`config.mk`:
```
export PLATFORM = sky130hd
export DESIGN_NAME = branch_target_buffer
export DESIGN_NICKNAME = d
export VERILOG_FILES = /design/src/rtl/branch_target_buffer.sv
export SDC_FILE = /design/constraint.sdc
export NUM_CORES = 1
export LEC_CHECK = 0
export CORE_ASPECT_RATIO = 1.2
export CORE_MARGIN = 5
export CORE_UTILIZATION = 56
export DETAILED_ROUTE_END_ITERATION = 16
export PLACE_DENSITY = 0.8
export SKIP_LAST_GASP = 1
export SYNTH_ARGS = -nofsm -noshare
export SYNTH_HDL_FRONTEND = slang
export SYNTH_SLANG_ARGS = --single-unit
```
`constraint.sdc`:
```
create_clock -name clk -period 3.5 [get_ports clk]
set_input_delay 0.35 -clock clk [delete_from_list [all_inputs] [get_ports clk]]
set_output_delay 0.35 -clock clk [all_outputs]
set_load 0.01 [all_outputs]
```
`src/rtl/branch_target_buffer.sv`:
```
// Direct-mapped BTB with 2-bit direction counters and a saturating mispredict counter.
// Zero-latency combinational lookup, one-cycle training update; no backpressure (accepts every resolve).
module branch_target_buffer #(
  parameter int ADDR_W = 16,
  parameter int IDX_W  = 4
) (
  input  logic              clk,
  input  logic              rst_n,
  input  logic              en,
  input  logic              flush,
  input  logic [ADDR_W-1:0] if_pc,
  output logic              pred_hit,
  output logic              pred_taken,
  output logic [ADDR_W-1:0] pred_target,
  input  logic              ex_valid,
  input  logic [ADDR_W-1:0] ex_pc,
  input  logic              ex_taken,
  input  logic [ADDR_W-1:0] ex_target,
  input  logic              ex_pred_taken,
  input  logic [ADDR_W-1:0] ex_pred_target,
  output logic [15:0]       mispredict_cnt
);

  localparam int N     = 1 << IDX_W;
  localparam int TAG_W = ADDR_W - IDX_W;

  logic [N-1:0]        valid_q;
  logic [TAG_W-1:0]    tag_q [N];
  logic [ADDR_W-1:0]   tgt_q [N];
  logic [1:0]          ctr_q [N];

  logic [IDX_W-1:0]    if_idx, ex_idx;
  logic [TAG_W-1:0]    if_tag, ex_tag;
  logic                ex_hit, train, mispredict;

  assign if_idx = if_pc[IDX_W-1:0];
  assign if_tag = if_pc[ADDR_W-1:IDX_W];
  assign ex_idx = ex_pc[IDX_W-1:0];
  assign ex_tag = ex_pc[ADDR_W-1:IDX_W];

  // Lookup sees pre-edge contents; no bypass from same-cycle training.
  assign pred_hit    = en & valid_q[if_idx] & (tag_q[if_idx] == if_tag);
  assign pred_taken  = pred_hit & ctr_q[if_idx][1];
  assign pred_target = pred_taken ? tgt_q[if_idx] : if_pc + ADDR_W'(1);

  assign ex_hit     = valid_q[ex_idx] & (tag_q[ex_idx] == ex_tag);
  assign train      = ex_valid & en & ~flush;
  assign mispredict = ex_valid & en &
                      ((ex_pred_taken != ex_taken) |
                       (ex_taken & ex_pred_taken & (ex_pred_target != ex_target)));

  always_ff @(posedge clk or negedge rst_n) begin
    if (!rst_n) begin
      valid_q        <= '0;
      mispredict_cnt <= '0;
      for (int i = 0; i < N; i++) begin
        tag_q[i] <= '0;
        tgt_q[i] <= '0;
        ctr_q[i] <= 2'b01;
      end
    end else begin
      // Counting is independent of flush so perf readout stays accurate.
      if (mispredict && (mispredict_cnt != 16'hFFFF))
        mispredict_cnt <= mispredict_cnt + 16'd1;

      if (flush) begin
        valid_q <= '0;
      end else if (train) begin
        if (ex_hit) begin
          if (ex_taken) begin
            if (ctr_q[ex_idx] != 2'b11) ctr_q[ex_idx] <= ctr_q[ex_idx] + 2'd1;
            tgt_q[ex_idx] <= ex_target;
          end else if (ctr_q[ex_idx] != 2'b00) begin
            ctr_q[ex_idx] <= ctr_q[ex_idx] - 2'd1;
          end
        end else if (ex_taken) begin
          valid_q[ex_idx] <= 1'b1;
          tag_q[ex_idx]   <= ex_tag;
          tgt_q[ex_idx]   <= ex_target;
          ctr_q[ex_idx]   <= 2'b10;
        end
      end
    end
  end

endmodule

```
### After elaboration in Yosys (flattened, before gate mapping)

Index checks and enable logic that the tools add are counted.

| operators by class | value |
|---|---|
| bitwise operators | 18 |
| order comparisons | 6 |
| reduce and logical (&&, ||, !) cells | 12 |
| mux-type cells | 41 |
| equality and inequality tests | 8 |
| add/subtract/negate cells | 4 |

Operators by type and width:

| cell | count |
|---|---|
| 256-bit bitwise mux | 1 |
| 192-bit bitwise mux | 1 |
| 32-bit 2-to-1 mux | 5 |
| 16-bit 2-to-1 mux | 8 |
| 12-bit binary-select mux with 4-bit select | 2 |
| 16-bit binary-select mux with 4-bit select | 1 |
| 32-bit bitwise mux | 2 |
| 16-bit demux with 4-bit select | 1 |
| 12-bit 2-to-1 mux | 5 |
| 12-bit demux with 4-bit select | 1 |
| 16-bit by 1-bit adder with 16-bit output, second input constant | 2 |
| 16-bit bitwise OR | 2 |
| 12-bit equality test | 2 |
| 16-bit bitwise AND | 1 |
| 2-bit binary-select mux with 4-bit select | 2 |
| 16-bit inequality test | 1 |
| 16-bit inequality test, second input constant | 1 |
| 16-bit NOT | 1 |
| 5-bit >= comparator, second input constant | 2 |
| 4-bit by 5-bit less-than comparator with 1-bit output, second input constant | 2 |
| 2-bit 2-to-1 mux | 5 |
| 4-bit NOT with 5-bit output | 2 |
| 2-bit nonzero test | 5 |
| 1-bit bitwise AND | 9 |
| 17 further kinds | 25 |

| word-level totals | value |
|---|---|
| bits in registers | 512 |
| output and inout bits | 34 |

### Depth between registers and ports, before layout

Gate-level depths: netlist of run 1.

| logic depth | value |
|---|---|
| depth in word-level cells | 9 |
| gate-level depth with buffers | 14 |
| gate-level depth less buffers | 9 |

### Least setup slack after synthesis of run 1

No wires, ideal clock.

| timing path | value |
|---|---|
| path type | input to output |
| from | in if_pc[0] |
| to | out pred_target[12] |
| setup slack | -0.150 ns |
| stages | 13 |
| buffers on the path | 5 |
| required time | 3.150 ns |
| data arrival time | 3.300 ns |
| cells stage by stage | buf_2 buf_6 buf_2 mux4_2 a211oi_1 a21oi_1 xnor2_1 nand4_1 nor4_4 and2_1 buf_4 buf_6 mux2_1 |

| between the ends | value |
|---|---|
| cells in the longest elaborated chain, start to end | 8 |

RTL lines:

| what | line | source |
|---|---|---|
| start, declared | 11 | `input logic [ADDR_W-1:0] if_pc,` |
| 4-bit NOT with 5-bit output (not written as such) | 42 | `assign pred_hit = en & valid_q[if_idx] & (tag_q[if_idx] == if_tag);` |
| 12-bit binary-select mux with 4-bit select | 42 |  |
| 12-bit 2-to-1 mux (not written as such) (2 in a row) | 42 |  |
| 12-bit equality test | 42 |  |
| 1-bit bitwise AND (*) | 42 |  |
| named net pred_hit | 12 | `output logic pred_hit,` |
| 1-bit bitwise AND (*) | 43 | `assign pred_taken = pred_hit & ctr_q[if_idx][1];` |
| named net pred_taken | 13 | `output logic pred_taken,` |
| 16-bit 2-to-1 mux (*) | 44 | `assign pred_target = pred_taken ? tgt_q[if_idx] : if_pc + ADDR_W'(1);` |
| end, declared | 14 | `output logic [ADDR_W-1:0] pred_target,` |

The timed path passes the listed nets; every way through them passes the cells marked *. The select of a mux whose other input is x is not followed.

### Worst setup path in the final report of run 1

| timing path | value |
|---|---|
| from | reg tag_q[54] in the netlist's numbering |
| to | out pred_target[1] |

| between the ends | value |
|---|---|
| cells in the longest elaborated chain, start to end | 7 |

RTL lines:

| what | line | source |
|---|---|---|
| start, declared | 28 | `logic [TAG_W-1:0] tag_q [N];` |
| start signal, assigned by index | 78 | `tag_q[ex_idx] <= ex_tag;` |
| 12-bit binary-select mux with 4-bit select | 42 |  |
| 12-bit 2-to-1 mux (not written as such) (2 in a row) | 42 |  |
| 12-bit equality test | 42 |  |
| 1-bit bitwise AND | 42 |  |
| 1-bit bitwise AND | 43 |  |
| 16-bit 2-to-1 mux | 44 |  |

Every way passes these cells. The select of a mux whose other input is x is not followed.

==> results of run 1 <==
## synthesized netlist by cell type (14+ instances only)
cell	n
nand2_1	45
dfstp_2	16
inv_1	22
mux4_2	187
xor2_1	26
buf_2	34
nand3_1	27
o21ai_0	15
nor2b_1	22
nand4_1	16
mux2i_1	64
dfrtp_1	496
xnor2_1	44
buf_4	17
mux2_1	110
mux2_2	386
clkbuf_1	77
buf_6	14
nor2_1	29
## cell type report
| type | count | area, µm² |
|---|---|---|
| fill | 3051 | 15000 |
| tap | 623 | 779 |
| clock buffer | 69 | 1440 |
| inverter | 23 | 86.3 |
| multi-input combinational | 1143 | 13200 |
| sequential | 512 | 12800 |
| timing repair buffer | 383 | 3510 |
| clock inverter | 23 | 319 |
## power breakdown
group | internal, mW | total [mW] | switching [mW]
logic | 1.21 | 2.19 | 0.977
registers | 6.40 | 6.74 | 0.336
clock network | 3.40 | 5.76 | 2.36
total | 11.0 | 14.7 | 3.67
## logic make-up (layout without fill, tap and decap cells)
group / after synthesis / count (layout) / synth area share
AOI/OAI and AO/OA: 108 / 108 / 0.0303
xor gates and xnor gates: 70 / 70 / 0.0229
adders and majority gates: 5 / 5 / 0.00234
buffers and inverters: 177 / 498 / 0.0327
DFF: 512 / 512 / 0.479
muxes: 747 / 747 / 0.390
and+or+nand+nor: 213 / 213 / 0.0431
## layer usage
layer  share of wire  vias to the layer above  wire (µm)  GRT usage
met2            0.51                      879      38800      0.496
met3           0.070                      266       5370     0.0543
met1            0.37                     9538      28000      0.362
met5        0.000092                        -          7          0
met4           0.054                        2       4130      0.134
li1                -                     7468          -          -
## repair_timing
item | 4_1_cts | 5_1_grt
endpoints found under the setup margin | 18 | 221
gates cloned | 1 | 0
pin swaps | 4 | 2
gates resized for setup | 111 | 11
setup buffers | 6 | 5
hold buffers | 1 | 0
hold endpoints to repair | 91 | 0
## worst max-delay path, cell delays in order, from the launching register on
cell,delay [ns]
dfrtp_1,0.40
mux4_2,0.48
mux4_2,0.50
xor2_2,0.18
nor4_2,0.26
nand4_1,0.19
nor4_4,0.29
and2_4,0.25
buf_12,0.11
buf_12,0.12
mux2_4,0.31
buf_6,0.12
## through the flow
stage / setup slack [ns] / instance area [µm²]
final: -0.664 / 32200
after floorplan: -0.0498 / 26800
after detailed placement: -0.791 / 30200
after global routing: -0.765 / 32200
after global placement: -0.702 / 30200
after CTS: -0.708 / 32100
## worst max-delay path by stage
stage | startpoint | endpoint | slack [ns] | depth (start not counted)
2_1_floorplan | if_pc[0] | pred_target[12] | -0.05 | 14
3_3_place_gp | if_pc[0] | pred_target[12] | -0.70 | 13
3_5_place_dp | if_pc[0] | pred_target[12] | -0.79 | 13
4_1_cts | tag_q[18]$_DFFE_PN0P_ | pred_target[1] | -0.71 | 11
5_1_grt | tag_q[54]$_DFFE_PN0P_ | pred_target[15] | -0.76 | 11
6_report | tag_q[54]$_DFFE_PN0P_ | pred_target[1] | -0.66 | 11
## cell usage in the layout, fill, tap and decap left out, drive strengths merged, types with 26 or more instances in the layout
cell and n:
buf 303, clkbuf 70, clkdlybuf4s50 78, dfrtp 496
mux2 496, mux2i 64, mux4 187, nand2 45
nand3 27, nor2 30, xnor2 44, xor2 26
## registers in the layout (all words and copies together) (netlist names)
register / count
tag_q: 192
ctr_q: 32
tgt_q: 256
mispredict_cnt: 16
valid_q: 16
==> qor.txt, run 1 <==
final setup vio count -> 18
number of global-route vias before repair -> 19.6k
Final TNS setup -> -10.35 ns
gr ovfl total -> 0
Hold WC Path Type -> input pin to asynchronous set/reset pin
syn_area_per_cell -> 14.6 µm²
Worst Path Required -> 3.15 ns
Layout area overhead -> 20.2%
Yosys top cell area share -> 0.463
worst r2r path cells -> 10
Starting Density -> 0.568
Std-Cell Rows -> 87
Max H-tree Level -> 2
Final Power -> 14.7 mW
Antenna Violating Nets Remaining -> 0
worst slew pin tran -> 1.09 ns
status -> finished, violations left
drt drc -> 0
IO Count -> 105
die width -> 210 µm
Pwr per Cell Area -> 456 nW/µm²
PortBufs -> 104
reg2reg end -> ctr_q[11]$_DFFE_PN0P_
Num Clock Sinks -> 512
CP endpoint kind -> primary output
DR iter-0 viols -> 1406
Layout Utilization -> 0.683
Setup WS post-layout -> -0.664 ns
Hold Fails Final Rpt -> 0
Worst VDD drop -> 443 µV
Clock transition at path regs -> 0.06 ns
Pleak -> 15.0 nW
dominant cell type by area after synthesis -> dfrtp_1
share of post-route cells with drive strength above 1 -> 0.474
number of diodes -> 0
worst-path maximum fanout -> 5
Seq/Total Area, Yosys -> 0.479
Tot GR Track Use -> 0.291
startpoint types -> register
GP Congestion -> 0.920
Routed WL per cell -> 27.5 µm
Slew Limit Headroom -> 0.274
Post-Synthesis Cells -> 1832
core area -> 47100 µm²
CTS tree -> yes
top cells by area, synth -> dfrtp_1 46%, mux2_2 16%, mux4_2 16%
synth warn -> 0
Max Cap Violations -> 0
initial antenna violation count -> 2
Tmin final -> 4.16 ns
Final Non-Filler Cells -> 2776
Worst Skew -> 0.0277 ns
Clock Latency Late Sink -> 0.61 ns
pin count of the biggest net entering global routing -> 104
dpl cells -> 2674
fin. max-slew vios -> 0
Top FF cell, synth -> dfrtp_1
root buffer cell -> clkbuf_16
Distinct cells, synth -> 59
CTS Buffer Depth -> 3
hold slack -> 0.401 ns
Die ar. -> 52300 µm²
via count -> 18.2k
synthesized area -> 26800 µm²
failing checks -> setup timing
R2R Setup Slk -> 0.02 ns
CTS Buf Count -> 50
final net count -> 2189
period utilization -> 1.19
RSZ-0062 raised after global routing -> yes
Detail Placement HPWL -> 50100 µm
CP arrival -> 3.81 ns
drt total wl -> 76300 µm
DRT Pass-1 Iters -> 6
Async SR Flop Fraction -> 1.00
maximum clock frequency -> 0.240 GHz
Critical R2R Launch -> tag_q[54]$_DFFE_PN0P_
net count after synthesis -> 1908
Die Y -> 250 µm
EDFF count, synth -> 0
drt via density -> 6.54
critical path class -> register to primary output
Seq cells post-synth -> 512
first-pass GRT wire length -> 118000 µm
No activity file was read; power rests on OpenSTA's default activity.
==> inputs of run 2 (changes only) <==
--- a/config.mk
+++ b/config.mk
@@ -5,6 +5,7 @@
 export SDC_FILE = /design/constraint.sdc
 export NUM_CORES = 1
 export LEC_CHECK = 0
+export CAP_MARGIN = 20
 export CORE_ASPECT_RATIO = 1.2
 export CORE_MARGIN = 5
 export CORE_UTILIZATION = 56
==> results of run 2 <==
Final layout, timing and power as in run 1 (identical DEF).
